$ cat config.mk
export PLATFORM = sky130hd
export DESIGN_NAME = fp_mul_pack
export DESIGN_NICKNAME = d
export VERILOG_FILES = /design/src/rtl/fp_mul_pack.sv
export SDC_FILE = /design/constraint.sdc
export NUM_CORES = 1
export LEC_CHECK = 0
export ABC_AREA = 0
export CORE_AREA = 2 2 82 84
export CTS_CLUSTER_DIAMETER = 30
export DETAILED_ROUTE_END_ITERATION = 8
export DIE_AREA = 0 0 84 86
export PLACE_DENSITY = 0.84
export SLEW_MARGIN = 20
export SYNTH_ARGS = -nofsm -noshare
export SYNTH_HDL_FRONTEND = slang
export SYNTH_SLANG_ARGS = --single-unit
$ cat constraint.sdc
create_clock -name clk -period 8.4 [get_ports clk]
set_clock_uncertainty 0.1 [all_clocks]
set_input_delay 1.26 -clock clk [delete_from_list [all_inputs] [get_ports clk]]
set_output_delay 1.26 -clock clk [all_outputs]
set_load 0.005 [all_outputs]
$ cat src/rtl/fp_mul_pack.sv
// fp_mul_pack -- output stage of the FP32 multiply path.
//
// Takes operand signs, biased exponents and class flags with a one-cycle
// start request. Special cases (NaN, inf, zero) resolve immediately. Normal
// operands wait for the mantissa multiplier, then the biased exponent is
// formed, checked for overflow/underflow and packed with the fraction.
// Results are held behind a valid/ack handshake. A watchdog forces a qNaN
// timeout result if the mantissa multiplier never reports ready.
//
// Ports:
//   clk, rst                  clock, synchronous active-high reset
//   start                     one-cycle request, sampled only in IDLE
//   sign_a/b, exp_a/b         operand signs and biased exponents
//   a/b_zero, a/b_inf, a/b_nan operand class flags, valid with start
//   mant_ready                mantissa product valid (level)
//   mant_normalize            product MSB was bit 47, exponent +1
//   mant_frac                 rounded 23-bit fraction
//   out_ack                   consumer accepts the held result
//   busy                      high in WAIT and DONE
//   out_valid                 result valid, held until acked
//   result                    packed FP32 word
//   overflow/underflow/invalid/timeout  status, valid with out_valid
module fp_mul_pack #(
    parameter int BIAS           = 127,
    parameter int TIMEOUT_CYCLES = 16,
    parameter int TMO_W          = 5
) (
    input  logic        clk,
    input  logic        rst,
    input  logic        start,
    input  logic        sign_a,
    input  logic        sign_b,
    input  logic [7:0]  exp_a,
    input  logic [7:0]  exp_b,
    input  logic        a_zero,
    input  logic        b_zero,
    input  logic        a_inf,
    input  logic        b_inf,
    input  logic        a_nan,
    input  logic        b_nan,
    input  logic        mant_ready,
    input  logic        mant_normalize,
    input  logic [22:0] mant_frac,
    input  logic        out_ack,
    output logic        busy,
    output logic        out_valid,
    output logic [31:0] result,
    output logic        overflow,
    output logic        underflow,
    output logic        invalid,
    output logic        timeout
);

    localparam logic [31:0] QNAN = 32'h7FC0_0000;

    typedef enum logic [1:0] {IDLE, WAIT, DONE} state_t;

    typedef struct packed {
        logic [31:0] word;
        logic        ovf;
        logic        unf;
    } norm_t;

    state_t            state_q;
    logic              sign_q;
    logic [7:0]        exp_a_q;
    logic [7:0]        exp_b_q;
    logic [TMO_W-1:0]  tmo_q;
    logic [TMO_W-1:0]  tmo_d;

    logic              sign_in;
    logic              spec_hit;
    logic              spec_inv;
    logic [31:0]       spec_word;
    norm_t             norm_r;

    // Exponent sum is formed 10-bit signed so that neither the +BIAS overshoot
    // (up to 384) nor the negative underflow range (down to -127) wraps.
    function automatic norm_t pack_normal(input logic        s,
                                          input logic [7:0]  ea,
                                          input logic [7:0]  eb,
                                          input logic        norm,
                                          input logic [22:0] frac);
        norm_t             r;
        logic signed [9:0] e;
        e = $signed({2'b00, ea}) + $signed({2'b00, eb})
            - $signed(10'(BIAS)) + $signed({9'd0, norm});
        r.ovf = 1'b0;
        r.unf = 1'b0;
        if (e >= 10'sd255) begin
            r.word = {s, 8'hFF, 23'h0};
            r.ovf  = 1'b1;
        end else if (e <= 10'sd0) begin
            // Flush-to-zero: no subnormal results are produced.
            r.word = {s, 31'h0};
            r.unf  = 1'b1;
        end else begin
            r.word = {s, e[7:0], frac};
        end
        return r;
    endfunction

    always_comb begin
        sign_in  = sign_a ^ sign_b;
        spec_hit = a_zero | b_zero | a_inf | b_inf | a_nan | b_nan;
        spec_inv = a_nan | b_nan | (a_inf & b_zero) | (b_inf & a_zero);
        if (spec_inv) begin
            spec_word = QNAN;
        end else if (a_inf | b_inf) begin
            spec_word = {sign_in, 8'hFF, 23'h0};
        end else begin
            spec_word = {sign_in, 31'h0};
        end
        tmo_d  = tmo_q + TMO_W'(1);
        norm_r = pack_normal(sign_q, exp_a_q, exp_b_q, mant_normalize, mant_frac);
    end

    always_ff @(posedge clk) begin
        if (rst) begin
            state_q   <= IDLE;
            sign_q    <= 1'b0;
            exp_a_q   <= 8'h0;
            exp_b_q   <= 8'h0;
            tmo_q     <= '0;
            busy      <= 1'b0;
            out_valid <= 1'b0;
            result    <= 32'h0;
            overflow  <= 1'b0;
            underflow <= 1'b0;
            invalid   <= 1'b0;
            timeout   <= 1'b0;
        end else begin
            case (state_q)
                IDLE: begin
                    if (start) begin
                        sign_q  <= sign_in;
                        exp_a_q <= exp_a;
                        exp_b_q <= exp_b;
                        busy    <= 1'b1;
                        if (spec_hit) begin
                            result    <= spec_word;
                            invalid   <= spec_inv;
                            out_valid <= 1'b1;
                            state_q   <= DONE;
                        end else begin
                            tmo_q   <= '0;
                            state_q <= WAIT;
                        end
                    end
                end
                WAIT: begin
                    // A product arriving on the watchdog's last cycle still wins.
                    if (mant_ready) begin
                        result    <= norm_r.word;
                        overflow  <= norm_r.ovf;
                        underflow <= norm_r.unf;
                        out_valid <= 1'b1;
                        state_q   <= DONE;
                    end else if (tmo_d == TMO_W'(TIMEOUT_CYCLES)) begin
                        tmo_q     <= tmo_d;
                        result    <= QNAN;
                        timeout   <= 1'b1;
                        out_valid <= 1'b1;
                        state_q   <= DONE;
                    end else begin
                        tmo_q <= tmo_d;
                    end
                end
                DONE: begin
                    if (out_ack) begin
                        busy      <= 1'b0;
                        out_valid <= 1'b0;
                        overflow  <= 1'b0;
                        underflow <= 1'b0;
                        invalid   <= 1'b0;
                        timeout   <= 1'b0;
                        state_q   <= IDLE;
                    end
                end
                default: state_q <= IDLE;
            endcase
        end
    end

endmodule

# ---- Yosys cells after proc, flatten, opt, wreduce, memory -nomap -nowiden
# Cells that the tools add are included.
dict set report totals {
  ff_bits 62
  output_inout_bits 38
}
dict set report classes {
  addsub 4
  n_lt_le_gt_ge 2
  n_eq_ne 11
  n_mux 39
  bitwise_logic 12
  reduce_logical 14
}
# cell n
set op_table {}
lappend op_table {{$mux W32} 5}
lappend op_table {{$mux W31} 3}
lappend op_table {{$pmux W32 S2} 1}
lappend op_table {{$reduce_and A4 Y1} 4}
lappend op_table {{$mux W5} 3}
lappend op_table {{$mux W1} 14}
lappend op_table {{$ne A2 B2 Y1 const B} 7}
lappend op_table {{$add A10 B2 Y10} 1}
lappend op_table {{$ge A10 B9 Y1 const B} 1}
lappend op_table {{$le A10 B1 Y1 const B} 1}
lappend op_table {{$mux W2} 5}
lappend op_table {{$pmux W1 S2} 5}
lappend op_table {{$pmux W5 S2} 1}
lappend op_table {{$sub A9 B7 Y10 const B} 1}
lappend op_table {{$add A8 B8 Y9} 1}
lappend op_table {{$or A1 B1 Y1} 9}
lappend op_table {{$reduce_and A3 Y1} 3}
lappend op_table {{$pmux W2 S3} 1}
lappend op_table {{$reduce_bool A2 Y1} 3}
lappend op_table {{$add A5 B1 Y5 const B} 1}
lappend op_table {{$eq A5 B5 Y1 const B} 1}
lappend op_table {{$reduce_and A5 Y1} 1}
lappend op_table {{$ne A3 B3 Y1 const B} 1}
lappend op_table {{$pmux W1 S3} 1}
lappend op_table {{other kinds (7)} 8}

# ---- Depth between registers and ports, before layout
dict set report logic_depth {
  ltp_word 8
  depth_mapped 13
  ltp_nobuf 12
}

# ---- Least setup slack after synthesis
# Ideal clock, no wire load.
dict set report synth_path {
  path_kind {input to register}
  startpoint {in mant_normalize}
  endpoint {reg result[0]}
  setup_time_ps 117
  t_arrival_ps 3816
  required_time_ps 8183
  slack_ps 4367
  stages 13
  path_cell_list {inv_1 > ha_1 > inv_1 > ha_1 > fa_1 > a21o_1 > a21oi_1 > xnor2_1 > nand3_1 > o41ai_4 > nor4_4 > buf_6 > a22o_1}
}
dict set report synth_via {
  elab_chain_len 6
  word_cells_on_any_way 7
  cone_classes {add/sub: 1; order compare: 2; mux: 4}
}
# element line_no
set synth_rtl {}
lappend synth_rtl {{from (decl)} 42} ;# input logic mant_normalize,
lappend synth_rtl {{$add A10 B2 Y10 (*)} 87} ;# - $signed(10'(BIAS)) + $signed({9'd0, norm});
lappend synth_rtl {{$le A10 B1 Y1} 93} ;# end else if (e <= 10'sd0) begin
lappend synth_rtl {{$mux W31} 93}
lappend synth_rtl {{$mux W31 (*)} 90} ;# if (e >= 10'sd255) begin
lappend synth_rtl {{$mux W32 (*)} 153} ;# if (mant_ready) begin
lappend synth_rtl {{$pmux W32 S2 (*)} 133} ;# case (state_q)
lappend synth_rtl {{to (signal assigned)} 141} ;# result <= spec_word;
lappend synth_rtl {{to (signal assigned)} 154} ;# result <= norm_r.word;
lappend synth_rtl {{to (decl)} 47} ;# output logic [31:0] result,
# Every way passes the cells marked *; elsewhere a longest branch is shown, timed or not.
# A chain may end at the register's enable or synchronous reset.

# ---- Worst setup path in the final report
dict set report layout_path {
  startpoint {in mant_normalize}
  endpoint {reg result[9]}
}
# Same word-level chain as after synthesis.

==> out/results.txt <==
status - complete, no violations
number of global-route vias before repair - 2,719
clk slew on worst S/H paths - 0.07 ns
Netlist Area Pre-Place - 3160 sq um
drt wl/cell - 14.7 um
Period minus WS final - 4.72 ns
R2R cell count - 12
Data arrival, critical path - 4.90 ns
number of synthesized flops with an enable pin - 0
Synth async-reset ratio - 0%
Fin. Hold Viols - 0
Pre-antenna DRT Iters - 4
CTS H-Tree Depth - 3
max-slew violations - 0
Final nets - 512
share of layout cells above drive strength 1 - 7.90%
ANT cells - 0
Max Cap Violations - 0
remaining global-route overflow - 0
DP Worst Slack - 3.37 ns
post-DP HPWL - 5850 um
CTS tree - built
post-CTS setup repair buffer count - 0
Primary FF master, synth - dfxtp_1
IO Count - 91
CP Class - input port to flip-flop
largest net degree at the start of global routing - 37
design area - 4280 sq um
via/cell ratio - 5.50
Seq/Total Area, Yosys - 39.3%
final WL - 7640 um
row cnt - 29
Post-Place Cell Area - 4050 sq um
Final Worst Setup Slack - 3.68 ns
crit start category - input port
Hold EP - result[26]
Die Width - 84 um
R2R Path Start - exp_b_q[0]
f_max - 212 MHz
Yosys warning count - 0
final setup TNS - 0 ns
DRC viols - 0
Worst Hold Slack - 0.350 ns
Num CTS Buffers - 9
final worst-path cycle share - 56.1%
required time of the worst setup path - 8.58 ns
Lkg Pwr - 1.69 nW
first-pass GRT wire length - 12,800 um
reg2reg end - result[9]
Hold Crit Depth - 2
core area - 6280 sq um
DRT iter0 DRCs - 205
GRT Total Usage - 21.9%
CTS sink count - 62
#FFs+latches synth - 62
Worst Tran Pin Value - 1.06 ns
Yosys cell types - 64
Die Y-Extent - 86 um
initial antenna violation count - 0
worst hold path class - flip-flop to flip-flop
fillcell total - 525
Initial Util - 50.4%
port bufs - 90
post-route ant nets - 0
max_slew headroom - 29.0%
Hold Startpoint - result[26]
clk root buf - clkbuf_8
RSZ-0062 raised after global routing - no
GPL Wtd Cong - 0.891
Resized cells post-CTS - 0
Clock Path Buffers - 2
Finish-stage setup viols - 0
setup slack, reg-to-reg - 4.67 ns
Mean Syn Cell Area - 8.88 sq um
die outline area - 7220 sq um
Syn Nets - 430
via count - 2,861
Clock Latency Late Sink - 0.34 ns
area delta synth->final - 35.3%
CP Capture Type - flip-flop
synthesized instance count - 356
Hold Buf Count CTS - 0
Max IR drop VDD - 0.109 mV
power density cells - 181 nW/um^2
Worst Path Max Fanout - 22
## worst max-delay path, stage by stage
cell	delay [ns]
clkdlybuf4s50_1	0.45
inv_1	0.04
ha_1	0.27
inv_1	0.04
ha_1	0.19
fa_1	0.42
a21o_1	0.19
a21oi_1	0.24
o21ai_2	0.14
xnor2_4	0.20
o41ai_4	0.19
nor4_4	0.96
a22o_2	0.29
## cell families after synthesis
| group | count (synthesis) | synth area share (%) |
|---|---|---|
| flip-flops | 62 | 39.3 |
| XOR/XNOR | 7 | 2.77 |
| AND/OR/NAND/NOR | 113 | 17.0 |
| AO/OA/AOI/OAI | 114 | 26.0 |
| adder cells (fa/ha/maj) | 21 | 8.55 |
| multiplexers | 2 | 0.633 |
| buffers and inverters | 37 | 5.82 |
## cells in the mapped netlist, types with 2 or more instances
cell type,instances,share of area [%]
dfxtp_1,62,39
nand2_1,57,6.8
a21oi_1,36,5.7
nor2_1,21,2.5
a22o_1,20,5.5
ha_1,20,7.9
inv_1,17,2.0
o21ai_0,16,2.5
clkbuf_1,12,1.4
nand3_1,8,1.3
nor3_1,6,0.95
buf_6,4,1.4
a211oi_1,3,0.71
a21o_1,3,0.71
a32oi_1,3,0.83
a41oi_1,3,0.83
o211ai_1,3,0.71
xnor2_1,3,0.83
a21boi_0,2,0.47
a22o_2,2,0.63
a311oi_1,2,0.55
buf_2,2,0.32
mux2i_1,2,0.63
nand2b_1,2,0.40
nand4_1,2,0.40
nor2b_1,2,0.40
o21a_1,2,0.47
o21ai_2,2,0.55
o21bai_1,2,0.47
or3_1,2,0.40
xor2_1,2,0.55
## cells in the final DEF, fill, tap and decap left out, types with 3 or more instances in the layout
cell type and count:
clkdlybuf4s50_1 90, dfxtp_1 62, nand2_1 57, a21oi_1 36, nor2_1 20, a22o_1 20
ha_1 20, inv_1 17, o21ai_0 16, clkbuf_8 9, nand3_1 8, nor3_1 6
a211oi_1 3, a41oi_1 3, a21o_1 3, xnor2_1 3, o211ai_1 3, a32oi_1 3
clkinv_4 3
## final cells by class
| class | count | area [sq um] | area share (%) |
|---|---|---|---|
| Clock inverter | 7 | 98.8 | 2.31 |
| Clock buffer | 9 | 124 | 2.90 |
| Multi-Input combinational cell | 257 | 1740 | 40.8 |
| Inverter | 17 | 63.8 | 1.49 |
| Sequential cell | 62 | 1240 | 29.0 |
| Timing Repair Buffer | 91 | 908 | 21.2 |
| Tap cell | 77 | 96.3 | 2.25 |
## worst max-delay path by stage
stage | startpoint | to | slack, ns | cells past startpoint
final | mant_normalize | result[9] | 3.68 | 13
after global routing | mant_normalize | result[0] | 3.48 | 13
after CTS | mant_normalize | result[9] | 3.70 | 13
after detailed placement | mant_normalize | result[9] | 3.37 | 13
after global placement | mant_normalize | result[9] | 3.38 | 13
after floorplan | mant_normalize | result[0] | 4.37 | 13
## stage by stage
stage	util, %	cells	power [mW]
finish	68.1	520	0.773
global route	68.1	520	0.811
CTS	68.0	520	0.777
detailed placement	64.5	504	0.489
global placement	64.5	504	0.485
floorplan	-	356	0.426
## flip-flops by register name, summed over array words and instances, names as in the netlist, 2 cells and up
signal   flops
tmo_q        5
result      32
exp_b_q      8
state_q      2
exp_a_q      8
## metal layers
layer	global-route usage, %	wire length (um)
met5	0	0
met1	27.5	3550
met3	4.23	439
met4	9.82	140
met2	36.5	3510
## power breakdown
| group | switching, mW | internal, mW | total, mW |
|---|---|---|---|
| logic | 0.0847 | 0.0785 | 0.163 |
| clock network | 0.121 | 0.168 | 0.289 |
| registers | 0.00940 | 0.311 | 0.321 |
| total | 0.215 | 0.557 | 0.773 |
No activity file was read; power rests on OpenSTA's default activity.
